==> src/rtl/matriz_serializador_pkg.sv <==
// matriz_pkg: shared constants, state type and slot layout for the packed matrix blocks.
package matriz_pkg;
  typedef enum logic {IDLE, SEND} state_t;
  function automatic int clog2(input int v);
    int r = 0;
    while ((1 << r) < v) r++;
    return r;
  endfunction
  // Column-major packing: element (i,j) lives in slot j*n+i.
  function automatic int slot(input int i, input int j, input int n);
    return j * n + i;
  endfunction
endpackage

==> src/rtl/matriz_serializador_if.sv <==
// matriz_serializador_if: capture handshake plus serial element stream.
interface matriz_serializador_if #(parameter int EBit = 8, parameter int N = 2, parameter int P = 2);
  logic [P*N*EBit-1:0] in_result;
  logic                in_valid;
  logic                in_ready;
  logic [EBit-1:0]     out_data;
  logic                out_valid;
  logic                out_ready;
  logic                out_last;
  modport slave (input in_result, in_valid, out_ready, output in_ready, out_data, out_valid, out_last);
  modport master (output in_result, in_valid, out_ready, input in_ready, out_data, out_valid, out_last);
endinterface

==> src/rtl/matriz_serializador_indice_cnt.sv <==
// matriz_indice_cnt: row-major 2-D row/col counter with clear, enable, wrap and last detect.
module matriz_indice_cnt #(parameter int N = 2, parameter int P = 2, parameter int IW = 1) (
  input  logic          clk,
  input  logic          rst_n,
  input  logic          i_clr,
  input  logic          i_en,
  output logic [IW-1:0] o_row,
  output logic [IW-1:0] o_col,
  output logic          o_last
);
  logic [IW-1:0] r_row, r_col;
  logic w_col_end, w_row_end;
  assign w_col_end = r_col == IW'(P - 1);
  assign w_row_end = r_row == IW'(N - 1);
  assign o_last = w_col_end & w_row_end;
  assign o_row = r_row;
  assign o_col = r_col;
  always_ff @(posedge clk or negedge rst_n) begin
    if (!rst_n) begin
      r_row <= '0;
      r_col <= '0;
    end else if (i_clr) begin
      r_row <= '0;
      r_col <= '0;
    end else if (i_en) begin
      r_col <= w_col_end ? '0 : r_col + 1'b1;
      if (w_col_end) r_row <= w_row_end ? '0 : r_row + 1'b1;
    end
  end
endmodule

==> src/rtl/matriz_serializador.sv <==
// matriz_serializador: captures a packed N x P result matrix and streams it row-major with a last flag.
// Defining MATRIZ_SER_INDICE_EN exposes the current row/col indices as out_row/out_col.
module matriz_serializador
  import matriz_pkg::*;
#(
  parameter int EBit = 8,
  parameter int N = 2,
  parameter int P = 2,
  localparam int IW = (clog2(N > P ? N : P) > 1) ? clog2(N > P ? N : P) : 1
) (
  input  logic clk,
  input  logic rst_n,
  matriz_serializador_if.slave bus
`ifdef MATRIZ_SER_INDICE_EN
  ,
  output logic [IW-1:0] out_row,
  output logic [IW-1:0] out_col
`endif
);
  localparam int SW = (clog2(N * P) > 1) ? clog2(N * P) : 1;
  state_t r_state, w_next;
  logic [P*N*EBit-1:0] r_cap;
  logic [IW-1:0] w_row, w_col;
  logic [EBit-1:0] w_elem [N*P];
  logic [SW-1:0] w_slot;
  logic w_last, w_cap, w_fire;
  assign w_cap = bus.in_valid & (r_state == IDLE);
  assign w_fire = bus.out_ready & (r_state == SEND);
  for (genvar s = 0; s < N * P; s++) begin : g_elem
    assign w_elem[s] = r_cap[s*EBit +: EBit];
  end
  assign w_slot = SW'(slot(int'(w_row), int'(w_col), N));
  matriz_indice_cnt #(.N(N), .P(P), .IW(IW)) u_cnt (
    .clk(clk), .rst_n(rst_n), .i_clr(w_cap), .i_en(w_fire),
    .o_row(w_row), .o_col(w_col), .o_last(w_last)
  );
  always_ff @(posedge clk or negedge rst_n) begin
    if (!rst_n) begin
      r_state <= IDLE;
      r_cap <= '0;
    end else begin
      r_state <= w_next;
      if (w_cap) r_cap <= bus.in_result;
    end
  end
  always_comb begin
    w_next = r_state;
    if (r_state == IDLE) w_next = bus.in_valid ? SEND : IDLE;
    else w_next = (bus.out_ready & w_last) ? IDLE : SEND;
  end
  always_comb begin
    bus.in_ready = r_state == IDLE;
    bus.out_valid = r_state == SEND;
    bus.out_last = (r_state == SEND) & w_last;
    bus.out_data = w_elem[w_slot];
  end
`ifdef MATRIZ_SER_INDICE_EN
  assign out_row = w_row;
  assign out_col = w_col;
`endif
endmodule
==> src/flat_wrapper.sv <==
// flat-port wrapper written by rule: the top's interface ports become plain ports
module matriz_serializador_flat import matriz_pkg::*;
#(
  parameter int EBit = 8,
  parameter int N = 2,
  parameter int P = 2,
  localparam int IW = (clog2(N > P ? N : P) > 1) ? clog2(N > P ? N : P) : 1
)
  (clk, rst_n, bus_in_result, bus_in_valid, bus_out_ready, bus_in_ready, bus_out_data, bus_out_valid, bus_out_last);
  matriz_serializador_if #(.EBit(EBit), .N(N), .P(P)) bus_i ();
  input  logic clk;
  input  logic rst_n;
  input wire logic [$bits(bus_i.in_result)-1:0] bus_in_result;
  input wire logic [$bits(bus_i.in_valid)-1:0] bus_in_valid;
  input wire logic [$bits(bus_i.out_ready)-1:0] bus_out_ready;
  output wire logic [$bits(bus_i.in_ready)-1:0] bus_in_ready;
  output wire logic [$bits(bus_i.out_data)-1:0] bus_out_data;
  output wire logic [$bits(bus_i.out_valid)-1:0] bus_out_valid;
  output wire logic [$bits(bus_i.out_last)-1:0] bus_out_last;
  assign bus_i.in_result = bus_in_result;
  assign bus_i.in_valid = bus_in_valid;
  assign bus_i.out_ready = bus_out_ready;
  assign bus_in_ready = bus_i.in_ready;
  assign bus_out_data = bus_i.out_data;
  assign bus_out_valid = bus_i.out_valid;
  assign bus_out_last = bus_i.out_last;
  matriz_serializador #(.EBit(EBit), .N(N), .P(P)) u_core (.clk(clk), .rst_n(rst_n), .bus(bus_i));
endmodule
==> config.mk <==
export PLATFORM = sky130hd
export DESIGN_NAME = matriz_serializador_flat
export DESIGN_NICKNAME = d
export VERILOG_FILES = /design/src/rtl/matriz_serializador_pkg.sv /design/src/rtl/matriz_serializador_if.sv /design/src/rtl/matriz_serializador_indice_cnt.sv /design/src/rtl/matriz_serializador.sv /design/src/flat_wrapper.sv
export SDC_FILE = /design/constraint.sdc
export NUM_CORES = 1
export LEC_CHECK = 0
export CAP_MARGIN = 20
export CORE_ASPECT_RATIO = 1.75
export CORE_MARGIN = 4
export CORE_UTILIZATION = 43
export CTS_CLUSTER_SIZE = 12
export DETAILED_ROUTE_END_ITERATION = 16
export GPL_TIMING_DRIVEN = 0
export PLACE_DENSITY = 0.75
export REMOVE_ABC_BUFFERS = 1
export SYNTH_ARGS = -nofsm -noshare
export SYNTH_HDL_FRONTEND = slang
export SYNTH_SLANG_ARGS = --single-unit
==> constraint.sdc <==
create_clock -name clk -period 1.44 [get_ports clk]
set_input_delay 0.36 -clock clk [delete_from_list [all_inputs] [get_ports clk]]
set_output_delay 0.36 -clock clk [all_outputs]
set_load 0.01 [all_outputs]
== Word-level counts from Yosys, hierarchy flattened ==
Index checks and enable logic that the tools add are counted.

* Flip-flop bits (word level): 35
* Bits of input ports: 36
* Output and inout port bits: 11

* $add $sub $neg: 3
* Magnitude comparators: 1
* Mux-type cells: 13
* Bitwise operators: 7
* Reductions and logical operators: 3

{| class="wikitable"
|+ Operators by type and width
! cell !! count
|-
| $bmux 8 s2 || 1
|-
| $mux 8 || 2
|-
| $mux 1 || 10
|-
| $and 1x1->1 || 5
|-
| $reduce_bool 2->1 || 2
|-
| $ge 3x3->1 const B || 1
|-
| $not 2->3 || 1
|-
| $add 1x1->1 const B || 2
|-
| $add 2x1->2 || 1
|-
| $reduce_and 2->1 || 1
|-
| $not 1->1 || 1
|}

== Longest topological paths before layout ==
* Word-level depth: 5
* Depth in mapped cells: 5
* Mapped depth without buffers: 2

== Cells and area by module ==
From an unflattened synthesis, not the netlist that was laid out.

* Cells, all modules: 93
* Area total of the unflattened synthesis: 1682.9 µm²

{| class="wikitable"
|+ Modules (own cells, without submodules)
! module !! instances !! cells an instance !! area an instance (µm²)
|-
| matriz_serializador || 1 || 85 || 1586.5
|-
| matriz_indice_cnt || 1 || 8 || 96.3
|}

== Least setup slack after synthesis ==
No wires, ideal clock.

* Path type: reg2out
* Start: reg u_core.u_cnt.r_row, in the netlist u_core.u_cnt.o_row
* End: out bus_out_data[0]
* Arrival time: 1.090 ns
* Setup slack: -0.010 ns
* Stages on the path, launching flop included: 3
* Buffers on the path: 1
* Cells stage by stage: dfrtp_1 > buf_4 > mux4_2

* Cells in the longest elaborated chain, start to end: 5

{| class="wikitable"
|+ Ends and longest elaborated chain
! item !! line !! text
|-
| from (decl) || matriz_serializador_indice_cnt.sv:11 || <nowiki>logic [IW-1:0] r_row, r_col;</nowiki>
|-
| from (signal assigned) || matriz_serializador_indice_cnt.sv:27 || <nowiki>if (w_col_end) r_row <= w_row_end ? '0 : r_row + 1'b1;</nowiki>
|-
| $add 2x1->2 || matriz_serializador_pkg.sv:11 || <nowiki>return j * n + i;</nowiki>
|-
| $not 2->3 (implied by the code) || matriz_serializador.sv:55 || <nowiki>bus.out_data = w_elem[w_slot];</nowiki>
|-
| $bmux 8 s2 || matriz_serializador.sv:55 ||
|-
| $mux 8 (implied by the code) (2 in series) || matriz_serializador.sv:55 ||
|-
| to (decl) || flat_wrapper.sv:17 || <nowiki>output wire logic [$bits(bus_i.out_data)-1:0] bus_out_data;</nowiki>
|}

Every way passes these cells. The select of a mux whose other input is x is not followed.

== Worst setup path after layout ==
* Start: reg u_core.u_cnt.r_row, in the netlist u_core.u_cnt.o_row
* End: out bus_out_data[1]

The elaborated chain is that of the path after synthesis.

==> results.md <==
* # rows at 30
* Worst-path cell chain: buf_12 -> mux4_2 -> buf_6
* Nets at 190
* Post-synth top area cell: dfrtp_1
* Post-route clock skew at 0.00580 ns
* Sequential fraction of the synthesis area at 50.8%
* Pwr dens at 2110 nW/um2
* Number of library cell types mapped by synthesis at 20
* Total core area at 3870 um2
* Routed wire per std cell at 18.4 um
* Port bufs at 46
* CP endpoint kind: output pin
* H-tree depth at 2
* Leak at 0.00106 uW
* Total CTS buffers at 5
* Critical Path Start Type: flip-flop
* # diodes at 0
* Largest net degree at the start of global routing at 36
* Num Clock Sinks at 35
* Min-delay worst type: in -> async
* Initial DRC Count at 13
* Slew of the pin with the lowest slew margin at 0.764 ns
* Slowest CP cell: mux4_2
* Via count at 1015
* RSZ-0062 raised after global routing: yes
* Via density at 5.00
* First-pass GRT wire length at 6000 um
* Synth top area share at 50.8%
* Max clock buf depth at 2
* Drt drc at 0
* DP HPWL at 2330 um
* Fin crit share at 129%
* Crit path DAT at 1.49 ns
* Setup ws final at -0.414 ns
* Post-Syn Instances at 95
* Period minus WS final at 1.85 ns
* Ys Warns at 0
* DR pass1 iterations at 4
* Peak VDD IR at 0.991 mV
* Final antenna-violating net count at 0
* GP Congestion at 0.785
* Crit-path max cell delay at 0.52 ns
* Syn Area/Cell at 18.2 um2
* CP Max Fanout at 4
* Drt total wl at 3740 um
* Register bit count reported by yosys at 35
* Setup Viol. Count Final at 9
* P&R area growth vs syn at 38.4%
* CTS root buf: clkbuf_8
* Mapped Area at 1730 um2
* Vias in the first global route at 1188
* Area contributors post-synth: dfrtp_1 (51%), mux2_4 (26%), mux4_2 (7.8%)
* All-Layer GR Usage at 15.7%
* Most frequent cells in the layout: clkdlybuf4s50_1 (33), mux2_4 (32), dfrtp_1 (32), buf_6 (13), mux4_2 (8)
* Critical Path RT at 1.08 ns
* RR Startpoint: u_core.bus.out_valid
* Layout cells sized above 1 at 49.7%
* DP Worst Slack at -0.797 ns
* Design Area, Final at 2390 um2
* Most common cell after layout, fill and taps aside: clkdlybuf4s50_1
* MaxCap Viol Count at 0
* Skew-Pair Late Insertion Delay at 0.28 ns
* Die ar. at 5130 um2
* Final hold vios at 0
* Non-Filler Instances at 203
* Fmax at 539 MHz
* CTS tree: done
* Kind of critical path: reg -> out
* Status: complete, but fails checks
* Die X at 55.9 um
* Worst setup path startpoint: u_core.u_cnt.o_row
* I/O pin cnt at 47
* Overflow after GRT at 0
* Clock slew at reported path FFs at 0.07 ns
* Fin. max-slew vios at 0
* # fillers at 293
* Failing checks: setup timing
* Slew HR at 49.1%
* DIE HEIGHT at 91.8 um
* Starting Density at 44.6%
* Initial antenna violation count at 0
* Placed cell area at 2170 um2
* Placed insts at 183
worst max-delay path: cells and delay by family, from the launching register on:
family                 cells  cell delay, ns
buffers and inverters      2            0.27
multiplexers               1            0.52
flip-flops                 1            0.42
layer usage:
layer	global-route usage, %	vias up	share of wire [%]
li1	-	466	-
met1	18.0	521	39
met2	27.6	26	56
met3	3.94	2	4.2
met4	5.94	0	0.78
met5	0	-	0
synth_stat cells, drive strengths merged:
| master | n |
|---|---|
| dfrtp | 35 |
| mux2 | 33 |
| mux4 | 8 |
| buf | 7 |
| nand2 | 2 |
| a21oi | 1 |
| and2 | 1 |
| and3 | 1 |
| inv | 1 |
| mux2i | 1 |
| nand4b | 1 |
| nor2 | 1 |
| nor2b | 1 |
| o211ai | 1 |
| or3b | 1 |
report_power, final:
group	total (uW)	internal [uW]	switching, uW	leakage [uW]
Clock	667	330	337	0.0000477
Combinational	2580	1760	820	0.000597
Sequential	1790	1480	301	0.000415
Total	5040	3580	1460	0.00106
layout make-up:
| type | count | area [um2] | share of cell area, % |
|---|---|---|---|
| sequential | 35 | 880 | 36.8 |
| clock buffer | 5 | 68.8 | 2.88 |
| inverter | 1 | 3.75 | 0.157 |
| tap | 48 | 60.1 | 2.52 |
| multi-input combinational | 52 | 754 | 31.6 |
| clock inverter | 3 | 15.0 | 0.629 |
| timing repair buffer | 59 | 606 | 25.4 |
registers in the layout, summed over array words and instances, names as in the netlist:
register,cells
u_core.bus.out_valid,1
u_core.r_cap,32
u_core.u_cnt.o_col,1
u_core.u_cnt.o_row,1
cell families (layout without fill, tap and decap cells):
family	after synthesis	after routing	share of synthesized area, %
muxes	42	42	39.5
and+or+nand+nor	8	8	3.26
buffers and inverters	8	68	5.73
AOI/OAI and AO/OA	2	2	0.725
DFF	35	35	50.8
repair_timing:
action,CTS,global route
setup buffers,11,1
endpoints found under the setup margin,43,30
hold endpoints to repair,0,0
pin swaps,0,0
hold buffers,0,0
resized for setup,55,11
cloned,2,0
worst paths after layout:
check	to	cells after the start	slack (ns)
setup reg to reg	u_core.r_cap[25]	4	0.03
setup / recovery	bus_out_data[1]	3	-0.41
max in group asynchronous	u_core.bus.out_valid	1	0.76
hold reg to reg	u_core.r_cap[24]	1	0.51
min in group clk	u_core.r_cap[24]	1	0.51
hold / removal	u_core.r_cap[11]	1	0.15
through the flow:
stage | utilization [%] | TNS, ns | hold slack (ns) | total power [uW]
3_5_place_dp | 56.0 | -23.77 | 0.475 | 4010
6_report | 61.7 | -3.24 | 0.154 | 5040
2_1_floorplan | - | -11.84 | 0.0644 | 3140
3_3_place_gp | 55.6 | -58.66 | 0.487 | 3910
5_1_grt | 61.7 | -3.75 | 0.218 | 5310
4_1_cts | 61.8 | -3.25 | 0.167 | 4970
Power figures use the tool's default switching activity.
